**src/rtl/onchip_wr_pkg.sv**
```systemverilog
`default_nettype none
// ============================================================================
// Package  : onchip_wr_pkg
// Purpose  : Shared constants and state encoding for the on-chip memory
//            stream writer.
// Revision : 1.0 - initial release
// ============================================================================
package onchip_wr_pkg;

    localparam int IN_W      = 32;
    localparam int LINE_W    = 128;
    localparam int LANES     = LINE_W / IN_W;
    localparam int BE_W      = LINE_W / 8;
    localparam int ADDR_W    = 8;
    localparam int MAX_LINES = 1 << ADDR_W;

    typedef enum logic [1:0] {
        IDLE  = 2'd0,
        FILL  = 2'd1,
        WRITE = 2'd2,
        DONE  = 2'd3
    } wr_state_t;

endpackage : onchip_wr_pkg
`default_nettype wire

```
**src/rtl/onchip_wr_line_packer.sv**
```systemverilog
`default_nettype none
// ============================================================================
// Module   : onchip_wr_line_packer
// Purpose  : Packs narrow sink beats into one memory line with byte mask.
//            ONCHIP_WR_BYTESWAP_EN byte-reverses each beat before packing.
// Revision : 1.0 - initial release
// ============================================================================
module onchip_wr_line_packer #(
    parameter int IN_W   = onchip_wr_pkg::IN_W,
    parameter int LINE_W = onchip_wr_pkg::LINE_W
) (
    input  logic                clk,
    input  logic                reset_n,
    input  logic                clear,
    input  logic                beat_en,
    input  logic [IN_W-1:0]     beat_data,
    output logic                line_full,
    output logic [LINE_W-1:0]   line_data,
    output logic [LINE_W/8-1:0] line_be
);

    localparam int LANES  = LINE_W / IN_W;
    localparam int LANE_W = (LANES > 1) ? $clog2(LANES) : 1;
    localparam int BPL    = IN_W / 8;

    logic [LANE_W-1:0]   r_lane;
    logic [LINE_W-1:0]   r_data;
    logic [LINE_W/8-1:0] r_be;
    logic [IN_W-1:0]     w_beat;

    always_comb begin
`ifdef ONCHIP_WR_BYTESWAP_EN
        w_beat = '0;
        for (int b = 0; b < BPL; b++) begin
            w_beat[8*b +: 8] = beat_data[8*(BPL-1-b) +: 8];
        end
`else
        w_beat = beat_data;
`endif
    end

    // Unwritten lanes stay zero with their mask bits clear until the next clear.
    always_ff @(posedge clk or negedge reset_n) begin
        if (!reset_n) begin
            r_lane <= '0;
            r_data <= '0;
            r_be   <= '0;
        end else if (clear) begin
            r_lane <= '0;
            r_data <= '0;
            r_be   <= '0;
        end else if (beat_en) begin
            r_data[r_lane*IN_W +: IN_W] <= w_beat;
            r_be[r_lane*BPL +: BPL]     <= '1;
            r_lane                      <= r_lane + 1'b1;
        end
    end

    assign line_full = (r_lane == LANE_W'(LANES - 1));
    assign line_data = r_data;
    assign line_be   = r_be;

endmodule : onchip_wr_line_packer
`default_nettype wire

```
**src/rtl/onchip_mem_stream_writer.sv**
```systemverilog
`default_nettype none
// ============================================================================
// Module   : onchip_mem_stream_writer
// Purpose  : Avalon-ST sink that packs beats into 128-bit lines and writes
//            them to consecutive on-chip memory addresses from a base.
//            Optional beat byteswap via ONCHIP_WR_BYTESWAP_EN.
// Revision : 1.0 - initial release
// ============================================================================
module onchip_mem_stream_writer #(
    parameter int IN_W   = onchip_wr_pkg::IN_W,
    parameter int LINE_W = onchip_wr_pkg::LINE_W,
    parameter int ADDR_W = onchip_wr_pkg::ADDR_W
) (
    input  logic                clk,
    input  logic                reset_n,
    input  logic                start,
    input  logic [ADDR_W-1:0]   base_addr,
    input  logic                snk_valid,
    output logic                snk_ready,
    input  logic [IN_W-1:0]     snk_data,
    input  logic                snk_endofpacket,
    output logic [ADDR_W-1:0]   mem_address,
    output logic [LINE_W/8-1:0] mem_byteenable,
    output logic                mem_chipselect,
    output logic                mem_write,
    output logic [LINE_W-1:0]   mem_writedata,
    output logic                mem_clken,
    output logic                busy,
    output logic                done,
    output logic [ADDR_W:0]     lines_written,
    output logic                wrapped
);

    import onchip_wr_pkg::*;

    wr_state_t         r_state;
    wr_state_t         w_next;
    logic [ADDR_W-1:0] r_addr;
    logic [ADDR_W:0]   r_lines;
    logic              r_wrapped;
    logic              r_last;

    logic w_start;
    logic w_accept;
    logic w_line_end;
    logic w_clear;
    logic w_line_full;

    assign w_start    = (r_state == IDLE) && start;
    assign w_accept   = (r_state == FILL) && snk_valid;
    assign w_line_end = w_accept && (w_line_full || snk_endofpacket);
    assign w_clear    = w_start || (r_state == WRITE);

    onchip_wr_line_packer #(
        .IN_W   (IN_W),
        .LINE_W (LINE_W)
    ) u_packer (
        .clk       (clk),
        .reset_n   (reset_n),
        .clear     (w_clear),
        .beat_en   (w_accept),
        .beat_data (snk_data),
        .line_full (w_line_full),
        .line_data (mem_writedata),
        .line_be   (mem_byteenable)
    );

    always_ff @(posedge clk or negedge reset_n) begin
        if (!reset_n) begin
            r_state <= IDLE;
        end else begin
            r_state <= w_next;
        end
    end

    always_comb begin
        w_next = r_state;
        case (r_state)
            IDLE:    if (start) w_next = FILL;
            FILL:    if (w_line_end) w_next = WRITE;
            WRITE:   w_next = r_last ? DONE : FILL;
            DONE:    w_next = IDLE;
            default: w_next = IDLE;
        endcase
    end

    // Address, counters and flags; the line count sticks at its maximum.
    always_ff @(posedge clk or negedge reset_n) begin
        if (!reset_n) begin
            r_addr    <= '0;
            r_lines   <= '0;
            r_wrapped <= 1'b0;
            r_last    <= 1'b0;
        end else if (w_start) begin
            r_addr    <= base_addr;
            r_lines   <= '0;
            r_wrapped <= 1'b0;
            r_last    <= 1'b0;
        end else if (w_line_end) begin
            r_last    <= snk_endofpacket;
        end else if (r_state == WRITE) begin
            r_addr <= r_addr + 1'b1;
            if (r_addr == '1) begin
                r_wrapped <= 1'b1;
            end
            if (r_lines != '1) begin
                r_lines <= r_lines + 1'b1;
            end
        end
    end

    assign snk_ready      = (r_state == FILL);
    assign mem_chipselect = (r_state == WRITE);
    assign mem_write      = (r_state == WRITE);
    assign mem_address    = r_addr;
    assign mem_clken      = 1'b1;
    assign busy           = (r_state != IDLE);
    assign done           = (r_state == DONE);
    assign lines_written  = r_lines;
    assign wrapped        = r_wrapped;

endmodule : onchip_mem_stream_writer
`default_nettype wire

```
**config.mk**
```make
export PLATFORM = sky130hd
export DESIGN_NAME = onchip_mem_stream_writer
export DESIGN_NICKNAME = d
export VERILOG_FILES = /design/src/rtl/onchip_wr_pkg.sv /design/src/rtl/onchip_wr_line_packer.sv /design/src/rtl/onchip_mem_stream_writer.sv
export SDC_FILE = /design/constraint.sdc
export NUM_CORES = 1
export LEC_CHECK = 0
export ABC_AREA = 0
export CAP_MARGIN = 20
export CORE_UTILIZATION = 35
export CTS_CLUSTER_SIZE = 20
export DETAILED_ROUTE_END_ITERATION = 8
export GPL_ROUTABILITY_DRIVEN = 0
export PLACE_DENSITY = 0.71
export SLEW_MARGIN = 15
export SYNTH_ARGS = -nofsm -noshare
export SYNTH_HDL_FRONTEND = slang
export SYNTH_SLANG_ARGS = --single-unit
export TNS_END_PERCENT = 50
```
**constraint.sdc**
```tcl
create_clock -name clk -period 5.54 [get_ports clk]
set_input_delay 1.662 -clock clk [delete_from_list [all_inputs] [get_ports clk]]
set_output_delay 1.662 -clock clk [all_outputs]
set_load 0.05 [all_outputs]
```
==> qor.yml <==
status: "completed"
areaGrowthSynthToFinish_pct: 39.9
route.detailed.drc: 0
final_cell_count_no_fill: 1131
floorplan.die.height_um: 142
number_of_buffers_inserted_during_clock_tree_synthesis: 17
grt_start_max_net_pins: 92
antenna_cells_inserted: 0
wl_per_cell_um: 17.4
placement_rows: 50
drt_iter0_markers: 239
max_slew.worst_pin.slew_ns: 1.01
initial_utilization_pct: 36.3
power_per_cell_area_mw_per_mm2: 502
rsz0062_at_grt: "no"
die_area_mm2: 0.0203
antenna_violations_before_repair: 0
reg2reg_from: "u_packer.r_lane[0]"
dr_total_vias: 5801
cts_root_buffer: "sky130_fd_sc_hd__clkbuf_16"
dr.pass1.iters: 5
post_route_cells_drive_above_1_share_pct: 5.74
core_region_area_mm2: 0.0190
synth_edf_count: 0
ctsHtreeMaxLevel: 4
numPlacedInstances: 1100
crit_path_required_time_ns: 3.88
timing.hold.worst.class: "flop to flop"
final.period_utilization_pct: 75.2
syn_inst: 692
fin_hold_ws_ns: 0.473
synthMuxAreaShare_pct: 0.871
synth_top_family_by_area: "simple AND/OR/NAND/NOR gates"
cts.repair.resized: 0
design.portCount: 213
synthesis.nets: 745
worst-path-max-fanout: 22
cts.sinks: 155
detail_route.wirelength_mm: 19.6
max_freq_mhz: 240
clk_latency_ns: 0.42
yosys.area_share.simple_pct: 18.2
setup_viol_count_final: 0
num-fill-cells: 1763
yosys_register_bits: 155
post_cts_repair_timing_setup_buffer_count: 0
ctsHoldBuffers: 0
synth_compound_area_share_pct: 16.0
tns_ns: 0
post_synth_xor_area_fraction_pct: 0.127
grt-ovfl-total: 0
r2r-end: "u_packer.line_data[38]"
finalCriticalPeriod_ns: 4.17
crit_path_start_kind: "flop"
grt_pass1_vias: 5603
regToRegSetupSlack_ns: 3.02
number_of_nets_at_the_end_of_the_flow: 912
maxSlewHeadroom_pct: 32.8
depth_of_the_worst_hold_timing_path: 2
slew_violations: 0
io_buffers: 211
cts_tree: "yes"
worst_slack_placed_ns: 1.67
synth.lib_cells_used.distinct: 57
syn_area_mm2: 0.00690
max_cap_viol_count: 0
synth-main-ff-cell: "sky130_fd_sc_hd__dfrtp_1"
timing.setup.critical_path_class: "flop to primary output"
routed_via_density: 5.13
global_route.usage.total_pct: 20.0
fin_worst_skew_ns: 0.0136
cp-startpoint: "r_state[0]"
worst_ir_drop_vdd_mv: 0.380
postSynthAreaPerCell_um2: 9.96
die-width_um: 142
yosysSeqAreaShare_pct: 56.3
place.detailed.hpwl_mm: 12.7
share_of_synthesized_flip_flops_with_an_asynchronous_set_or_reset_pct: 100
final_critical_path_setup_slack_ns: 1.37
route.antenna.remaining_nets: 0
timing.critical_path.arrival_ns: 2.50
cp-endpoint: "snk_ready"
power.static_leakage_nw: 3.98
finalHoldViolCount: 0
worst_setup_hold_path_clk_slew_ns: 0.07
yosys.area_share.adder_pct: 1.45
global_route_wire_length_before_repair_mm: 31.2
setup.worst_path.end_class: "primary output"
yosysWarnings: 0
r2r.worst_path.cells: 6
clock_path_buffers: 2
-- report_power, final --
part	total [mW]	leakage (nW)	switching, mW	internal (mW)
Combinational	2.05	1.54	1.41	0.648
Sequential	1.52	2.13	0.204	1.32
Clock	1.27	0.308	0.460	0.812
-- cell families (layout without fill, tap and decap cells) --
family | after synthesis | in the layout
xor gates and xnor gates | 1 | 1
AOI/OAI and AO/OA | 175 | 175
other | 1 | 1
adders and majority gates | 8 | 8
and+or+nand+nor | 261 | 261
DFF | 155 | 155
buffers and inverters | 85 | 264
muxes | 6 | 6
-- cell usage in the layout, fill, tap and decap left out, types with 10 or more instances in the layout --
| cell | instances |
|---|---|
| sky130_fd_sc_hd__a21oi_1 | 12 |
| sky130_fd_sc_hd__a22o_1 | 30 |
| sky130_fd_sc_hd__buf_4 | 10 |
| sky130_fd_sc_hd__clkbuf_16 | 17 |
| sky130_fd_sc_hd__clkdlybuf4s50_1 | 210 |
| sky130_fd_sc_hd__dfrtp_1 | 155 |
| sky130_fd_sc_hd__inv_1 | 11 |
| sky130_fd_sc_hd__nand2_1 | 113 |
| sky130_fd_sc_hd__nand3_1 | 100 |
| sky130_fd_sc_hd__nor2_1 | 11 |
| sky130_fd_sc_hd__o21ai_0 | 96 |
-- registers in the layout (all words and copies together) (netlist names) --
signal and flops:
u_packer.line_data 128, lines_written 9, mem_address 8, u_packer.line_be 4, r_state 2, u_packer.r_lane 2, r_last 1, wrapped 1
-- critical path, stage by stage, from the launching register on --
cell and delay [ns]:
sky130_fd_sc_hd__dfrtp_1 0.77, sky130_fd_sc_hd__inv_1 0.28, sky130_fd_sc_hd__nor2_1 0.20, sky130_fd_sc_hd__clkdlybuf4s50_1 0.83
-- worst min path at each step --
stage	start	slack (ns)	end
5_1_grt	u_packer.line_data[87]	0.52	u_packer.line_data[87]
4_1_cts	r_last	0.48	r_state[1]
3_5_place_dp	r_last	0.46	r_state[1]
3_3_place_gp	r_last	0.46	r_state[1]
6_report	r_last	0.47	r_state[1]
2_1_floorplan	r_last	0.45	r_state[1]
-- Yosys cell counts, types with 2 or more instances --
library cell	count	share of area, %
sky130_fd_sc_hd__nor3_1	3	0.22
sky130_fd_sc_hd__nor3b_1	2	0.22
sky130_fd_sc_hd__nor4_1	2	0.18
sky130_fd_sc_hd__buf_6	11	1.8
sky130_fd_sc_hd__o21ai_0	96	7.0
sky130_fd_sc_hd__buf_4	14	1.5
sky130_fd_sc_hd__nand4_1	3	0.27
sky130_fd_sc_hd__nand2_1	113	6.2
sky130_fd_sc_hd__o211a_1	2	0.29
sky130_fd_sc_hd__and4_1	3	0.38
sky130_fd_sc_hd__buf_1	7	0.38
sky130_fd_sc_hd__mux2i_1	6	0.87
sky130_fd_sc_hd__o21ai_1	9	0.65
sky130_fd_sc_hd__nand2b_1	5	0.45
sky130_fd_sc_hd__a22oi_1	4	0.44
sky130_fd_sc_hd__and3b_1	2	0.25
sky130_fd_sc_hd__dfrtp_1	155	56
sky130_fd_sc_hd__a211o_1	2	0.25
sky130_fd_sc_hd__o31ai_1	2	0.22
sky130_fd_sc_hd__inv_1	11	0.60
sky130_fd_sc_hd__clkbuf_1	24	1.3
sky130_fd_sc_hd__a22o_1	30	3.8
sky130_fd_sc_hd__nor2_1	11	0.60
sky130_fd_sc_hd__nand3_1	100	7.3
sky130_fd_sc_hd__buf_2	17	1.2
sky130_fd_sc_hd__nor3b_2	2	0.36
sky130_fd_sc_hd__ha_1	8	1.5
sky130_fd_sc_hd__nand3b_1	2	0.22
sky130_fd_sc_hd__or4_1	2	0.22
sky130_fd_sc_hd__nand4b_1	4	0.51
sky130_fd_sc_hd__a21oi_1	12	0.87
sky130_fd_sc_hd__o22ai_1	3	0.27
-- stage by stage --
stage / power, mW / util (%) / instance area, um2
2_1_floorplan: 2.96 / - / 6900
3_3_place_gp: 3.58 / 47.4 / 9010
3_5_place_dp: 3.60 / 47.4 / 9010
4_1_cts: 4.89 / 50.7 / 9650
5_1_grt: 5.08 / 50.7 / 9650
6_report: 4.85 / 50.7 / 9650
-- per-layer routing --
layer | track usage [%] | vias to the layer above | share of wire, %
met5 | 0 | - | 0
met4 | 5.60 | 0 | 0.98
met3 | 4.37 | 18 | 7.0
met2 | 32.6 | 212 | 47
met1 | 26.6 | 2823 | 45
li1 | - | 2748 | -
-- area by class of cell --
cell class	count	area [um2]	area share (%)
Sequential cell	155	3880	40.2
Multi-Input combinational cell	452	2550	26.5
Timing Repair Buffer	222	2210	22.9
Clock buffer	21	450	4.67
Tap cell	260	325	3.37
Clock inverter	10	189	1.96
Inverter	11	41.3	0.428
(Power assumes the default switching activity.)
